**src/rtl/rtc_time_editor.sv**
```systemverilog
// User-side hh:mm:ss editor: snapshot live BCD time, step fields, commit via req/ack.
// Optional inactivity timeout enabled by defining RTC_EDITOR_TIMEOUT_EN.
module rtc_time_editor #(
  parameter logic [7:0]  SEC_MAX   = 8'h59,
  parameter logic [7:0]  MIN_MAX   = 8'h59,
  parameter logic [7:0]  HOUR_MAX  = 8'h23,
  parameter int unsigned TIMEOUT_S = 30
) (
  input  logic       clk,
  input  logic       reset,
  input  logic       edit_req,
  input  logic       btn_up,
  input  logic       btn_down,
  input  logic       btn_left,
  input  logic       btn_right,
  input  logic       btn_ok,
  input  logic       btn_cancel,
  input  logic       tick_1hz,
  input  logic [7:0] cur_sec,
  input  logic [7:0] cur_min,
  input  logic [7:0] cur_hour,
  output logic [7:0] ed_sec,
  output logic [7:0] ed_min,
  output logic [7:0] ed_hour,
  output logic [1:0] field_sel,
  output logic       editing,
  output logic       wr_req,
  input  logic       wr_ack
);

  localparam int unsigned BCD_W = 8;
  localparam int unsigned SEL_W = 2;

  typedef enum logic [1:0] {
    ST_IDLE  = 2'd0,
    ST_EDIT  = 2'd1,
    ST_WRITE = 2'd2
  } state_e;

  state_e           state_q, state_d;
  logic [BCD_W-1:0] sec_q, sec_d;
  logic [BCD_W-1:0] min_q, min_d;
  logic [BCD_W-1:0] hour_q, hour_d;
  logic [SEL_W-1:0] sel_q, sel_d;
  logic             editing_q, editing_d;
  logic             wr_req_q, wr_req_d;

  logic             adj_up, adj_dn, mv_right, mv_left, any_btn;
  logic [SEL_W-1:0] sel_eff;

  // Out-of-range or non-BCD snapshot fields load zero
  function automatic logic [BCD_W-1:0] bcd_sanitise(input logic [BCD_W-1:0] v,
                                                    input logic [BCD_W-1:0] lim);
    if ((v[7:4] > 4'h9) || (v[3:0] > 4'h9) || (v > lim)) return 8'h00;
    return v;
  endfunction

  function automatic logic [BCD_W-1:0] bcd_inc(input logic [BCD_W-1:0] v,
                                               input logic [BCD_W-1:0] lim);
    if (v == lim)          return 8'h00;
    if (v[3:0] == 4'h9)    return {v[7:4] + 4'h1, 4'h0};
    return {v[7:4], v[3:0] + 4'h1};
  endfunction

  function automatic logic [BCD_W-1:0] bcd_dec(input logic [BCD_W-1:0] v,
                                               input logic [BCD_W-1:0] lim);
    if (v == 8'h00)        return lim;
    if (v[3:0] == 4'h0)    return {v[7:4] - 4'h1, 4'h9};
    return {v[7:4], v[3:0] - 4'h1};
  endfunction

  function automatic logic [BCD_W-1:0] bcd_adjust(input logic [BCD_W-1:0] v,
                                                  input logic [BCD_W-1:0] lim,
                                                  input logic up, input logic dn);
    if (up) return bcd_inc(v, lim);
    if (dn) return bcd_dec(v, lim);
    return v;
  endfunction

  assign adj_up   = btn_up & ~btn_down;
  assign adj_dn   = btn_down & ~btn_up;
  assign mv_right = btn_right & ~btn_left;
  assign mv_left  = btn_left & ~btn_right;
  assign any_btn  = |{btn_up, btn_down, btn_left, btn_right, btn_ok, btn_cancel};
  // An illegal selection of 3 behaves as seconds when moving
  assign sel_eff  = (sel_q == 2'd3) ? 2'd0 : sel_q;

`ifdef RTC_EDITOR_TIMEOUT_EN
  localparam int unsigned TMO_W = (TIMEOUT_S < 2) ? 1 : $clog2(TIMEOUT_S + 1);
  logic [TMO_W-1:0] tmo_q, tmo_d;
  logic             tmo_fire;

  assign tmo_fire = (state_q == ST_EDIT) && !any_btn && tick_1hz &&
                    (tmo_q == TMO_W'(TIMEOUT_S - 1));
`else
  logic unused_cfg;
  assign unused_cfg = tick_1hz | (TIMEOUT_S == 32'd0);
`endif

  // Next-state and datapath
  always_comb begin
    state_d = state_q;
    sec_d   = sec_q;
    min_d   = min_q;
    hour_d  = hour_q;
    sel_d   = sel_q;
`ifdef RTC_EDITOR_TIMEOUT_EN
    tmo_d   = tmo_q;
`endif
    unique case (state_q)
      ST_IDLE: begin
        if (edit_req) begin
          state_d = ST_EDIT;
          sec_d   = bcd_sanitise(cur_sec, SEC_MAX);
          min_d   = bcd_sanitise(cur_min, MIN_MAX);
          hour_d  = bcd_sanitise(cur_hour, HOUR_MAX);
          sel_d   = 2'd0;
`ifdef RTC_EDITOR_TIMEOUT_EN
          tmo_d   = '0;
`endif
        end
      end
      ST_EDIT: begin
        if (btn_cancel) begin
          state_d = ST_IDLE;
        end else if (btn_ok) begin
          state_d = ST_WRITE;
        end else begin
          case (sel_q)
            2'd0:    sec_d  = bcd_adjust(sec_q, SEC_MAX, adj_up, adj_dn);
            2'd1:    min_d  = bcd_adjust(min_q, MIN_MAX, adj_up, adj_dn);
            2'd2:    hour_d = bcd_adjust(hour_q, HOUR_MAX, adj_up, adj_dn);
            default: ;
          endcase
          if (mv_right)     sel_d = (sel_eff == 2'd2) ? 2'd0 : sel_eff + 2'd1;
          else if (mv_left) sel_d = (sel_eff == 2'd0) ? 2'd2 : sel_eff - 2'd1;
        end
`ifdef RTC_EDITOR_TIMEOUT_EN
        if (any_btn) begin
          tmo_d = '0;
        end else if (tick_1hz) begin
          tmo_d = tmo_fire ? '0 : tmo_q + TMO_W'(1);
        end
        if (tmo_fire) state_d = ST_IDLE;
`endif
      end
      ST_WRITE: begin
        if (wr_ack) state_d = ST_IDLE;
      end
      default: state_d = ST_IDLE;
    endcase
    editing_d = (state_d != ST_IDLE);
    wr_req_d  = (state_d == ST_WRITE);
  end

  always_ff @(posedge clk) begin
    if (reset) begin
      state_q   <= ST_IDLE;
      sec_q     <= 8'h00;
      min_q     <= 8'h00;
      hour_q    <= 8'h00;
      sel_q     <= 2'd0;
      editing_q <= 1'b0;
      wr_req_q  <= 1'b0;
`ifdef RTC_EDITOR_TIMEOUT_EN
      tmo_q     <= '0;
`endif
    end else begin
      state_q   <= state_d;
      sec_q     <= sec_d;
      min_q     <= min_d;
      hour_q    <= hour_d;
      sel_q     <= sel_d;
      editing_q <= editing_d;
      wr_req_q  <= wr_req_d;
`ifdef RTC_EDITOR_TIMEOUT_EN
      tmo_q     <= tmo_d;
`endif
    end
  end

  assign ed_sec    = sec_q;
  assign ed_min    = min_q;
  assign ed_hour   = hour_q;
  assign field_sel = sel_q;
  assign editing   = editing_q;
  assign wr_req    = wr_req_q;

endmodule
```
**config.mk**
```make
export PLATFORM = sky130hd
export DESIGN_NAME = rtc_time_editor
export DESIGN_NICKNAME = d
export VERILOG_FILES = /design/src/rtl/rtc_time_editor.sv
export SDC_FILE = /design/constraint.sdc
export NUM_CORES = 1
export LEC_CHECK = 0
export BUFFER_PORTS_ARGS = -buffer_cell sky130_fd_sc_hd__buf_2
export CORE_ASPECT_RATIO = 1.5
export CORE_UTILIZATION = 25
export DETAILED_ROUTE_END_ITERATION = 16
export HOLD_SLACK_MARGIN = 0.06
export PLACE_DENSITY = 0.39
export SYNTH_ARGS = -nofsm -noshare
export SYNTH_HDL_FRONTEND = slang
export SYNTH_SLANG_ARGS = --single-unit
```
**constraint.sdc**
```tcl
create_clock -name clk -period 2.58 [get_ports clk]
set_clock_uncertainty 0.2 [all_clocks]
set_input_delay 0.387 -clock clk [delete_from_list [all_inputs] [get_ports clk]]
set_output_delay 0.387 -clock clk [all_outputs]
set_load 0.005 [all_outputs]
```
; ---- After elaboration in Yosys (flattened, before gate mapping)
; Cells that the tools add are included.
[word_totals]
regBits = 30
elab_cells = 284
[classes]
bitwise = 8
addsub = 14
muxes = 193
order_cmp = 9
n_eq_ne = 26
reduce_logical = 24
[op_table]
columns = op, n
row1 = two-way mux 8 bit, 54
row2 = two-way mux 1 bit, 122
row3 = case mux 8 bit (2 select lines), 3
row4 = adder 4 x 1 -> 4 bit (second input constant), 6
row5 = > comparator 4 bit (second input constant), 6
row6 = logical NOT 8 bit, 3
row7 = two-way mux 2 bit, 12
row8 = subtractor 4 x 1 -> 4 bit (second input constant), 6
row9 = AND reduction 7 bit, 3
row10 = AND reduction 6 bit, 3
row11 = == test 8 x 7 -> 1 bit (second input constant), 2
row12 = > comparator 8 x 7 -> 1 bit (second input constant), 2
row13 = != test 5 bit (second input constant), 3
row14 = == test 4 bit (second input constant), 3
row15 = logical NOT 4 bit, 3
row16 = != test 3 bit (second input constant), 4
row17 = == test 2 bit (second input constant), 5
row18 = == test 8 x 6 -> 1 bit (second input constant), 1
row19 = > comparator 8 x 6 -> 1 bit (second input constant), 1
row20 = logical NOT 2 bit, 3
row21 = logical OR 1 bit, 6
row22 = != test 2 x 1 -> 1 bit (second input constant), 3
row23 = != test 2 bit (second input constant), 3
row24 = case mux 2 bit (3 select lines), 1
row25 = 8 further kinds, 16

; ---- Depth between registers and ports, before layout
[depth]
ltp_word = 28
mapped_depth = 9
mapped_depth_nobuf = 7

; ---- Worst setup path after synthesis
; OpenSTA, ideal clock, no wires.
[synth_timing]
kind = input to register
startpoint = in btn_up
endpoint = reg sec_q[6] (netlist: ed_sec[6])
stages = 7
t_arrival_ps = 1990
setup_slack_ps = 259
t_required_ps = 2248
path_cell_list = inv_1 -> ha_1 -> or4b_4 -> a21oi_4 -> nand2_1 -> a2111oi_0 -> nor3_1
[synth_via]
elab_chain_cells = 11
elab_cells_between_ends = 24
classes_between = eq/ne: 2 / mux: 18 / bitwise: 3 / reduce/logical: 1
[synth_rtl]
columns = item, line_no
row1 = start: declaration, 12  ; input logic btn_up,
row2 = AND 1 bit, 80  ; assign adj_up = btn_up & ~btn_down;
row3 = two-way mux 1 bit, 75  ; if (up) return bcd_inc(v, lim);
row4 = two-way mux 1 bit, 129  ; case (sel_q)
row5 = two-way mux 1 bit, 126  ; end else if (btn_ok) begin
row6 = two-way mux 1 bit, 124  ; if (btn_cancel) begin
row7 = two-way mux 1 bit, 110  ; unique case (state_q)
row8 = two-way mux 8 bit, 76  ; if (dn) return bcd_dec(v, lim);
row9 = two-way mux 8 bit, 129
row10 = two-way mux 8 bit, 126
row11 = two-way mux 8 bit, 124
row12 = case mux 8 bit (2 select lines), 110
row13 = end signal: assignment, 159  ; sec_q <= 8'h00;
row14 = end signal: assignment, 170  ; sec_q <= sec_d;
row15 = end: declaration, 41  ; logic [BCD_W-1:0] sec_q, sec_d;
; Several ways; a longest one is shown, not always the timed one. The select of a mux whose other input is x is not followed.
; A chain may end at the register's enable or synchronous reset.

; ---- Final worst setup path
[layout_timing]
startpoint = reg sec_q[0] (netlist: ed_sec[0])
endpoint = reg sec_q[5] (netlist: ed_sec[5])
[layout_via]
elab_chain_cells = 18
elab_cells_between_ends = 48
classes_between = eq/ne: 3 / mux: 42 / reduce/logical: 3
[layout_rtl]
columns = item, line_no
row1 = == test 4 bit, 61  ; if (v[3:0] == 4'h9) return {v[7:4] + 4'h1, 4'h0};
row2 = two-way mux 1 bit (2 in series), 61
row3 = two-way mux 1 bit, 75
row4 = two-way mux 1 bit, 129
row5 = two-way mux 1 bit, 126
row6 = two-way mux 1 bit, 124
row7 = two-way mux 1 bit, 110
row8 = two-way mux 8 bit, 62  ; return {v[7:4], v[3:0] + 4'h1};
row9 = two-way mux 8 bit, 61
row10 = two-way mux 8 bit, 75
row11 = two-way mux 8 bit, 76
row12 = two-way mux 8 bit, 77  ; return v;
row13 = two-way mux 8 bit, 76
row14 = two-way mux 8 bit, 129
row15 = two-way mux 8 bit, 126
row16 = two-way mux 8 bit, 124
row17 = case mux 8 bit (2 select lines), 110
; Several ways; a longest one is shown, not always the timed one. The select of a mux whose other input is x is not followed.

==> run_results.csv <==
group,metric,value,unit
run_status,status,"completed",
layout,stdcell_count,614,
logic_synthesis,synth_seq_cells,30,
timing,timing.fmax,414,MHz
floorplanning,initial_core_util,25.7,%
timing,max-slew-margin-rel,59.8,%
setup_path,r2r_slack,0.16,ns
setup_path,worst_path_max_delay_cell,"or3b_2",
timing,fin_crit,2.42,ns
logic_synthesis,synthArstFlopShare,0,%
logic_synthesis,ys_seq_area_share,20.4,%
layout,layout_commonest_cell,"buf_2",
cts,cts_setup_buffers,0,
cts,ctsHtreeMaxLevel,2,
global_route,grt_usage,17.7,%
setup_path,cp_top_family,"simple AND/OR/NAND/NOR gates",
cts,cts_resized,0,
logic_synthesis,syn_area_per_cell,7.66,um^2
drt,vias,3238,
floorplanning,die_y,135,um
power,fin_total_pwr,1.76,mW
setup_path,worstRegToRegCells,7,
global_route,grt_pass1_vias,3408,
drt,wirelength,10.2,mm
setup_path,worstSetupStartpoint,"ed_sec[0]",
power,peakVddDrop,0.211,mV
place,place_congestion,0.795,
logic_synthesis,synth_cell_type_count,64,
logic_synthesis,synth_top_flop_cell,"dfxtp_1",
logic_synthesis,syn_nets,451,
drt,wl_per_cell,16.7,um
place,post-dp-hpwl,8.00,mm
timing,finalHoldViolations,0,
layout,drive_gt1_share,24.4,%
cts,clock-sinks,30,
timing,whs,0.177,ns
cts,insertion_delay,0.28,ns
setup_path,cp-end-kind,"flip-flop",
floorplanning,fp.dieW,90.7,um
logic_synthesis,netlist_instances,385,
global_route,grt_max_degree,29,
setup_path,cp_cell_sequence,"inv_1 > ha_1 > or3b_2 > or4_1 > o21ai_0 > a221oi_1 > a211oi_1",
timing,finalCritPeriodShare,93.7,%
floorplanning,ios,63,
logic_synthesis,yosysTopAreaCell,"dfxtp_1",
global_route,antenna_found_initial,0,
setup_path,slowest_delay,0.51,ns
setup_path,timing.rr.start,"ed_sec[0]",
timing,slew_violations,0,
timing,rsz0062_at_grt,"no",
global_route,gr-total-overflow,0,
cts,path_clk_slew,0.06,ns
timing,setup_tns,0,ns
logic_synthesis,synthTopCellsByArea,"dfxtp_1 20%, ha_1 13%, a21oi_1 4.4%",
global_route,grt_pass1_wl,17.1,mm
drt,drt-initial-drc-count,119,
layout,nets,529,
logic_synthesis,syn_area,0.00295,mm^2
timing,worst_pin_slew,0.603,ns
logic_synthesis,synth_top_area_share,20.4,%
floorplanning,rows,48,
hold_path,hp-class,"primary input to flip-flop",
setup_path,path_buf_inv,1,
logic_synthesis,ys_warn_count,0,
layout,mostFrequentLayoutCells,"61 x buf_2, 32 x nor2_1, 31 x ha_1",
flow_run,cap_violations,0,
cts,clk_path_buf_depth,2,
cts,cts_root_buf,"clkbuf_16",
power,powerDensity,466,mW/mm^2
setup_path,crit_end,"ed_sec[5]",
setup_path,cp_max_fo,4,
place,dp.cells,606,
timing,setup_violations,0,
power,leakage,1.58,nW
floorplanning,floorplan.core_area,0.0115,mm^2
layout,antenna_cells,0,
setup_path,cp-start-kind,"flip-flop",
drt,ant_nets,0,
logic_synthesis,synth-edff-count,0,
place,port-buffer-count,61,
drt,drc,0,
setup_path,r2r-end,"ed_sec[5]",
layout,area.growth.synth_to_final,27.8,%
cts,cts_buffers,5,
setup_path,cp.depth,7,
drt,via_per_inst,5.27,
drt,first_pass_iters,5,
setup_path,crit_arrival,2.41,ns
setup_path,crit_type,"flip-flop to flip-flop",
setup_path,critPathRequiredTime,2.57,ns
cts,cts_hold_buf,0,
floorplanning,die_area,0.0122,mm^2
cts,cts_tree,"yes",
-- layer usage --
layer	wire [um]	track usage [%]	vias to the layer above
li1	-	-	1600
met1	4130	19.0	1547
met2	5520	34.0	75
met3	317	2.48	16
met4	268	7.26	0
met5	0	0	-
-- where the power goes --
group	total [mW]	internal, mW	switching, mW	leakage, nW
clock network	0.674	0.437	0.237	0.0832
registers	0.528	0.494	0.0346	0.245
logic	0.555	0.242	0.313	1.25
total	1.76	1.17	0.585	1.58
-- area by class of cell --
class / instances / area, um^2
inverter: 26 / 97.6
tap: 150 / 188
sequential: 30 / 601
clock buffer: 8 / 166
multi-input combinational: 308 / 2170
timing repair buffer: 92 / 551
fill: 1246 / 7700
-- synthesized netlist by cell type (3+ instances only) --
cell,n
nand2b_1,8
or3_1,4
nand3_1,9
clkbuf_1,18
inv_1,26
dfxtp_1,30
nor3_1,9
or3b_2,3
xor2_1,4
ha_1,31
a221oi_1,4
nor2b_1,11
a21oi_1,26
a311oi_1,8
nor3b_1,6
mux2i_1,5
a31oi_1,9
and3b_1,3
a211oi_1,11
o21a_1,5
nand4_1,5
o211ai_1,8
o21ai_0,18
nor4_1,3
nor2_1,32
nand2_1,26
a2111oi_0,3
o41ai_1,5
nand3b_1,9
-- state kept, by name, summed over array words and instances (netlist names) --
| signal | count |
|---|---|
| state_q | 2 |
| field_sel | 2 |
| ed_sec | 8 |
| ed_hour | 8 |
| ed_min | 8 |
| editing | 1 |
| wr_req | 1 |
-- logic make-up after synthesis --
group / after synthesis / share of synthesized area [%]
AOI/OAI and AO/OA: 124 / 30.0
adders and majority gates: 31 / 13.2
and+or+nand+nor: 143 / 27.0
xor gates and xnor gates: 4 / 1.19
buffers and inverters: 47 / 6.19
DFF: 30 / 20.4
muxes: 6 / 2.08
-- through the flow --
stage               worst slack [ns]  util, %  instance area [um^2]
finish                         0.162     32.9                  3770
global route                  0.0249     32.9                  3770
CTS                            0.141     32.9                  3770
detailed placement           -0.0361     31.4                  3600
global placement             -0.0275     31.4                  3600
floorplan                      0.259        -                  2950
-- how the worst min path moves through the flow --
stage,endpoint,slack (ns),depth (start not counted),startpoint
floorplan,ed_hour[4],0.32,2,ed_hour[4]
global placement,ed_hour[0],0.35,2,ed_hour[0]
detailed placement,ed_hour[0],0.34,2,ed_hour[0]
CTS,ed_min[0],0.17,3,cur_min[0]
global route,ed_min[0],0.20,3,cur_min[0]
finish,ed_min[0],0.18,3,cur_min[0]
-- worst reg2reg max path, delay by kind of cell (launching register included) --
family / cells / cell delay (ns)
buf+inv: 1 / 0.12
compound gates: 3 / 0.47
simple gates: 2 / 1.01
fa+ha+maj: 1 / 0.23
flops: 1 / 0.30
Power figures use the tool's default switching activity.
